### config.mk
export PLATFORM = sky130hd
export DESIGN_NAME = mips_multicycle_ctrl
export DESIGN_NICKNAME = d
export VERILOG_FILES = /design/src/rtl/mips_ctrl_pkg.sv /design/src/rtl/mips_multicycle_ctrl_alu_decoder.sv /design/src/rtl/mips_multicycle_ctrl.sv
export SDC_FILE = /design/constraint.sdc
export NUM_CORES = 1
export LEC_CHECK = 0
export ABC_AREA = 1
export CAP_MARGIN = 10
export CORE_UTILIZATION = 38
export DETAILED_ROUTE_END_ITERATION = 8
export PLACE_DENSITY = 0.8
export SYNTH_ARGS = -nofsm -noshare
export SYNTH_HDL_FRONTEND = slang
export SYNTH_SLANG_ARGS = --single-unit
### constraint.sdc
create_clock -name clk -period 1.2 [get_ports clk]
set_input_delay 0.24 -clock clk [delete_from_list [all_inputs] [get_ports clk]]
set_output_delay 0.24 -clock clk [all_outputs]
set_load 0.05 [all_outputs]
### src/rtl/mips_ctrl_pkg.sv
// Shared types and encodings for the multicycle MIPS main control unit.
// ctrl_of() is the Moore output table: one control word per FSM state.
package mips_ctrl_pkg;

  typedef enum logic [3:0] {
    S_FETCH   = 4'd0,
    S_DECODE  = 4'd1,
    S_MEMADR  = 4'd2,
    S_MEMRD   = 4'd3,
    S_MEMWB   = 4'd4,
    S_MEMWR   = 4'd5,
    S_RTYPEEX = 4'd6,
    S_RTYPEWB = 4'd7,
    S_BEQEX   = 4'd8,
    S_ADDIEX  = 4'd9,
    S_ADDIWB  = 4'd10,
    S_JEX     = 4'd11
  } state_t;

  localparam logic [5:0] OP_LW    = 6'b100011;
  localparam logic [5:0] OP_SW    = 6'b101011;
  localparam logic [5:0] OP_RTYPE = 6'b000000;
  localparam logic [5:0] OP_BEQ   = 6'b000100;
  localparam logic [5:0] OP_ADDI  = 6'b001000;
  localparam logic [5:0] OP_J     = 6'b000010;

  localparam logic [5:0] F_ADD = 6'b100000;
  localparam logic [5:0] F_SUB = 6'b100010;
  localparam logic [5:0] F_AND = 6'b100100;
  localparam logic [5:0] F_OR  = 6'b100101;
  localparam logic [5:0] F_SLT = 6'b101010;

  localparam logic [1:0] ALUSRCB_B    = 2'b00;
  localparam logic [1:0] ALUSRCB_FOUR = 2'b01;
  localparam logic [1:0] ALUSRCB_IMM  = 2'b10;
  localparam logic [1:0] ALUSRCB_SHL2 = 2'b11;

  localparam logic [1:0] PCSRC_ALU    = 2'b00;
  localparam logic [1:0] PCSRC_ALUOUT = 2'b01;
  localparam logic [1:0] PCSRC_JUMP   = 2'b10;

  localparam logic [1:0] ALUOP_ADD   = 2'b00;
  localparam logic [1:0] ALUOP_SUB   = 2'b01;
  localparam logic [1:0] ALUOP_FUNCT = 2'b10;

  localparam logic [2:0] ALUC_AND = 3'b000;
  localparam logic [2:0] ALUC_OR  = 3'b001;
  localparam logic [2:0] ALUC_ADD = 3'b010;
  localparam logic [2:0] ALUC_SUB = 3'b110;
  localparam logic [2:0] ALUC_SLT = 3'b111;

  typedef struct packed {
    logic       iord;
    logic       memwrite;
    logic       irwrite;
    logic       regdst;
    logic       memtoreg;
    logic       regwrite;
    logic       alusrca;
    logic [1:0] alusrcb;
    logic [1:0] pcsrc;
    logic [1:0] aluop;
    logic       branch;
    logic       pcwrite;
  } ctrl_t;

  function automatic ctrl_t ctrl_of(state_t s);
    ctrl_t c;
    c = '0;
    case (s)
      S_FETCH: begin
        c.irwrite = 1'b1;
        c.alusrcb = ALUSRCB_FOUR;
        c.pcwrite = 1'b1;
      end
      S_DECODE:  c.alusrcb = ALUSRCB_SHL2;
      S_MEMADR: begin
        c.alusrca = 1'b1;
        c.alusrcb = ALUSRCB_IMM;
      end
      S_MEMRD:   c.iord = 1'b1;
      S_MEMWB: begin
        c.memtoreg = 1'b1;
        c.regwrite = 1'b1;
      end
      S_MEMWR: begin
        c.iord     = 1'b1;
        c.memwrite = 1'b1;
      end
      S_RTYPEEX: begin
        c.alusrca = 1'b1;
        c.aluop   = ALUOP_FUNCT;
      end
      S_RTYPEWB: begin
        c.regdst   = 1'b1;
        c.regwrite = 1'b1;
      end
      S_BEQEX: begin
        c.alusrca = 1'b1;
        c.aluop   = ALUOP_SUB;
        c.branch  = 1'b1;
        c.pcsrc   = PCSRC_ALUOUT;
      end
      S_ADDIEX: begin
        c.alusrca = 1'b1;
        c.alusrcb = ALUSRCB_IMM;
      end
      S_ADDIWB:  c.regwrite = 1'b1;
      S_JEX: begin
        c.pcsrc   = PCSRC_JUMP;
        c.pcwrite = 1'b1;
      end
      default: ;
    endcase
    return c;
  endfunction

endpackage

### src/rtl/mips_multicycle_ctrl_alu_decoder.sv
// ALU decoder: maps aluop and the R-type funct field to a 3-bit ALU operation.
module alu_decoder
  import mips_ctrl_pkg::*;
#(
  parameter int OPW = 6
) (
  input  logic [1:0]     aluop,
  input  logic [OPW-1:0] funct,
  output logic [2:0]     alucontrol
);

  always_comb begin
    alucontrol = ALUC_ADD;
    case (aluop)
      ALUOP_SUB: alucontrol = ALUC_SUB;
      ALUOP_FUNCT: begin
        case (funct)
          F_ADD:   alucontrol = ALUC_ADD;
          F_SUB:   alucontrol = ALUC_SUB;
          F_AND:   alucontrol = ALUC_AND;
          F_OR:    alucontrol = ALUC_OR;
          F_SLT:   alucontrol = ALUC_SLT;
          default: alucontrol = ALUC_ADD;
        endcase
      end
      default: alucontrol = ALUC_ADD;
    endcase
  end

endmodule

### src/rtl/mips_multicycle_ctrl.sv
// Main control FSM for the multicycle MIPS datapath (Moore, registered control word).
//
// state   | meaning
// FETCH   | read instr at PC into IR, PC <= PC+4
// DECODE  | read regs, precompute branch target into ALUOut
// MEMADR  | ALUOut <= A + signimm
// MEMRD   | read data memory at ALUOut
// MEMWB   | rt <= Data
// MEMWR   | write B to memory at ALUOut
// RTYPEEX | ALUOut <= A op B
// RTYPEWB | rd <= ALUOut
// BEQEX   | compare A-B, PC <= ALUOut if zero
// ADDIEX  | ALUOut <= A + signimm
// ADDIWB  | rt <= ALUOut
// JEX     | PC <= jump target
module mips_multicycle_ctrl
  import mips_ctrl_pkg::*;
#(
  parameter int OPW          = 6,
  parameter int ILLEGAL_TRAP = 1
) (
  input  logic           clk,
  input  logic           rst,
  input  logic [OPW-1:0] op,
  input  logic [OPW-1:0] funct,
  input  logic           zero,
  output logic           pcen,
  output logic           iord,
  output logic           memwrite,
  output logic           irwrite,
  output logic           regdst,
  output logic           memtoreg,
  output logic           regwrite,
  output logic           alusrca,
  output logic [1:0]     alusrcb,
  output logic [1:0]     pcsrc,
  output logic [2:0]     alucontrol,
  output logic           illegal_op,
  output logic [3:0]     state_dbg
);

  state_t state, state_n;
  ctrl_t  ctrl_q, cs;
  logic   is_store;
  logic   known_op;

  always_comb begin
    state_n  = S_FETCH;
    known_op = 1'b1;
    case (state)
      S_FETCH: state_n = S_DECODE;
      S_DECODE: begin
        case (op)
          OP_LW, OP_SW: state_n = S_MEMADR;
          OP_RTYPE:     state_n = S_RTYPEEX;
          OP_BEQ:       state_n = S_BEQEX;
          OP_ADDI:      state_n = S_ADDIEX;
          OP_J:         state_n = S_JEX;
          default: begin
            state_n  = S_FETCH;
            known_op = 1'b0;
          end
        endcase
      end
      // lw/sw choice is latched in DECODE so later op changes cannot redirect it
      S_MEMADR:  state_n = is_store ? S_MEMWR : S_MEMRD;
      S_MEMRD:   state_n = S_MEMWB;
      S_RTYPEEX: state_n = S_RTYPEWB;
      S_ADDIEX:  state_n = S_ADDIWB;
      default:   state_n = S_FETCH;
    endcase
  end

  always_ff @(posedge clk) begin
    if (!rst) begin
      state    <= S_FETCH;
      ctrl_q   <= ctrl_of(S_FETCH);
      is_store <= 1'b0;
    end else begin
      state  <= state_n;
      ctrl_q <= ctrl_of(state_n);
      if (state == S_DECODE)
        is_store <= (op == OP_SW);
    end
  end

  // While reset is held the control word shows FETCH and every write enable is blocked.
  assign cs = rst ? ctrl_q : ctrl_of(S_FETCH);

  assign pcen       = rst & (cs.pcwrite | (cs.branch & zero));
  assign irwrite    = rst & cs.irwrite;
  assign regwrite   = rst & cs.regwrite;
  assign memwrite   = rst & cs.memwrite;
  assign iord       = cs.iord;
  assign regdst     = cs.regdst;
  assign memtoreg   = cs.memtoreg;
  assign alusrca    = cs.alusrca;
  assign alusrcb    = cs.alusrcb;
  assign pcsrc      = cs.pcsrc;
  assign illegal_op = rst & (ILLEGAL_TRAP != 0) & (state == S_DECODE) & ~known_op;
  assign state_dbg  = rst ? state : S_FETCH;

  alu_decoder #(.OPW(OPW)) u_alu_decoder (
    .aluop      (cs.aluop),
    .funct      (funct),
    .alucontrol (alucontrol)
  );

endmodule

==> results by group <==
Setup path
  – R2r worst-path depth: 12
  – Crit Path Max Fanout: 2
  – Crit Path Category: flop to output pin
  – FF-to-FF setup slack: -0.47 ns
  – Worst Setup End Kind: output pin
  – CP Data Required Time: between 0.9 and 1 ns
  – Worst setup SP type: flop
  – Critical Path AT: between 1.5 and 2 ns
  – FF-to-FF End: ctrl_q[8]
  – Critical R2R Launch: state[2]

Floorplanning
  – Starting Density: roughly two fifths
  – Die Ht: 54.6 µm
  – Ports: 35
  – Chip width: between 50 and 60 µm
  – Row cnt: 18
  – Die area: ~0.0030 mm²
  – Core area: between 0.002 and 0.003 mm²

STA
  – Tcrit/Tclk final: 146%
  – Min Tclk post-route: 1.75 ns
  – Max-slew headroom at the worst pin: 79.4%
  – Worst Max-Slew Pin Slew: around 0.3 ns
  – Final WS setup: -0.555 ns
  – Worst Skew: ~0.0065 ns
  – # setup viols final: 28
  – RSZ-0062 raised after global routing: true
  – Slew Limit Fails: 0
  – Hold Vio Cnt, Final: 0
  – Fmax: 0.570 GHz

Clock network
  – Max H-tree Level: 1
  – CTS max path bufs: 2
  – CTS Buf Count: 3
  – Clock-pin slew on the worst setup and hold paths: approximately 0.12 ns
  – CTS tree: yes
  – Worst skew pair latency: ~0.3 ns
  – Root Buffer Master: clkbuf_4
  – TritonCTS sink count: 18

Run status
  – Status: finished with violations
  – Failing checks: negative setup slack

Worst hold path
  – Hold_sp: op[3]
  – WHS Path Cells: 3
  – Hold EP: is_store
  – Worst hold path class: input port to flop

Routing
  – Wirelength per Cell: ~21 µm
  – Final wirelength: 5.57 mm
  – Vias per cell: slightly below 6
  – Via count: roughly 1500
  – DRT Pass-1 Iters: 4
  – DR iter-0 viols: 69
  – Residual DRC: 0
  – Routed Antenna Nets: 0

Global routing
  – Vias in the first global route: 1388
  – Largest net degree at the start of global routing: 13
  – Initial antenna violation count: 0
  – All-layer global routing usage: approximately a third
  – First-pass GRT wire length: roughly 6.6 mm
  – Total grt overflow: 0

Layout
  – Diodes inserted: 0
  – Area Overhead vs Synth: 131%
  – Post-route cell area: roughly 0.0024 mm²
  – Most common cell after layout, fill and taps aside: buf_4
  – Share of layout cells above drive strength 1: between 60 and 70%
  – Commonest cells after routing, fill and taps aside: buf_4 (25), buf_12 (19), buf_6 (18)
  – Final-stage net count: ~250

Power
  – Final Total Pwr: 1.53 mW
  – Pwr/cell area: ~630 mW/mm²
  – VDD IR max: about 1500 µV
  – Leakage: approximately 1.2 nW

Synth
  – Post-synth EDFFs: 0
  – Netlist cell types: 26
  – Mapped Cells: ~160
  – Ys async rst share: 0%
  – Sequential element share of the synthesized area: between 30% and 40%
  – Syn Nets: about 170
  – Mean Syn Cell Area: just under 7 µm²
  – Flops & latches, synth: 18
  – Yosys warnings: 0
  – Post-synth top flop: dfxtp_1
  – Post-Synthesis Cell Area: 0.00105 mm²

Place
  – Placed inst area: about 0.0019 mm²
  – Port buffer count: 34
  – Hpwl dp: 2.47 mm
  – GPL Wtd Cong: between 0.9 and 1

Flow run
  – Max Cap Violations: 0
sequential cells by signal (all words and copies together), names as in the netlist:
signal / cells
is_store: 1
ctrl_q: 13
state: 4
power by group:
| part | leakage, nW | internal (mW) | switching [mW] | total [mW] |
|---|---|---|---|---|
| registers | 0.150 | 0.614 | 0.0145 | 0.629 |
| clock network | 0.0210 | 0.185 | 0.210 | 0.395 |
| logic | 1.07 | 0.227 | 0.282 | 0.508 |
critical path: stages (launching register included):
cell	delay (ns)
dfxtp_2	0.36
nor2_4	0.15
inv_2	0.08
nor3_4	0.15
nand4_1	0.18
nor2_4	0.15
buf_12	0.14
area by class of cell:
class / instances / area [µm²]
repair buffers: 77 / 941
flip-flops and latches: 18 / 373
clock buffers: 4 / 36.3
fillers: 60 / 113
multi-input cells: 98 / 883
well taps: 30 / 37.5
inverters: 36 / 161
worst max-delay path by stage:
stage / startpoint / endpoint / slack [ns] / cells past startpoint
after floorplan: ctrl_q[1] / alucontrol[1] / -0.22 / 7
after global placement: rst / alucontrol[2] / -0.65 / 10
after detailed placement: rst / alucontrol[0] / -0.74 / 8
after CTS: ctrl_q[1] / alucontrol[1] / -0.49 / 9
after global routing: state[2] / illegal_op / -0.58 / 6
final: state[2] / illegal_op / -0.55 / 6
logic make-up after synthesis:
group	share of synthesized area [%]
AND/OR/NAND/NOR	43.5
AO/OA/AOI/OAI	5.12
buffers and inverters	14.8
adder cells (fa/ha/maj)	2.38
flip-flops	34.3
metal layers:
layer / track usage, % / part of all wire (%) / up-vias
li1: - / - / 633
met1: 31.8 / 34 / 705
met2: 64.7 / 51 / 131
met3: 6.11 / 8.2 / 52
met4: 12.8 / 6.9 / 0
met5: 0 / 0 / -
synthesized netlist by cell type, types with 2 or more instances:
library cell   n  share of area (%)
nor2_1        20                7.1
nand2_1       29                 10
a21oi_1        3                1.4
ha_1           2                2.4
o211ai_1       2                1.4
nand3_1       16                7.6
nor3_2         2                1.9
nand2_2        5                3.0
inv_2          6                2.1
nand2_4        2                2.1
nor4_2         2                2.4
inv_1         30                 11
nor2_4         2                2.1
nand4_1        3                1.8
dfxtp_1       18                 34
nor2_2         4                2.4
what timing repair did:
item	4_1_cts	5_1_grt
buffers inserted	8	14
pin swaps	20	20
hold buffers	0	0
endpoints found under the setup margin	38	31
gates resized for setup	66	54
through the flow:
step                setup TNS (ns)  util, %  hold WS, ns  worst slack [ns]  cells
floorplan                   -0.925        -        0.403            -0.223    156
global placement            -15.60     74.8        0.481            -0.654    243
detailed placement          -17.47     74.8        0.486            -0.736    243
CTS                          -5.25     86.2        0.432            -0.491    254
global route                 -7.89     95.6        0.355            -0.580    263
finish                       -6.95     95.6        0.354            -0.555    263
No activity file was read; power rests on OpenSTA's default activity.
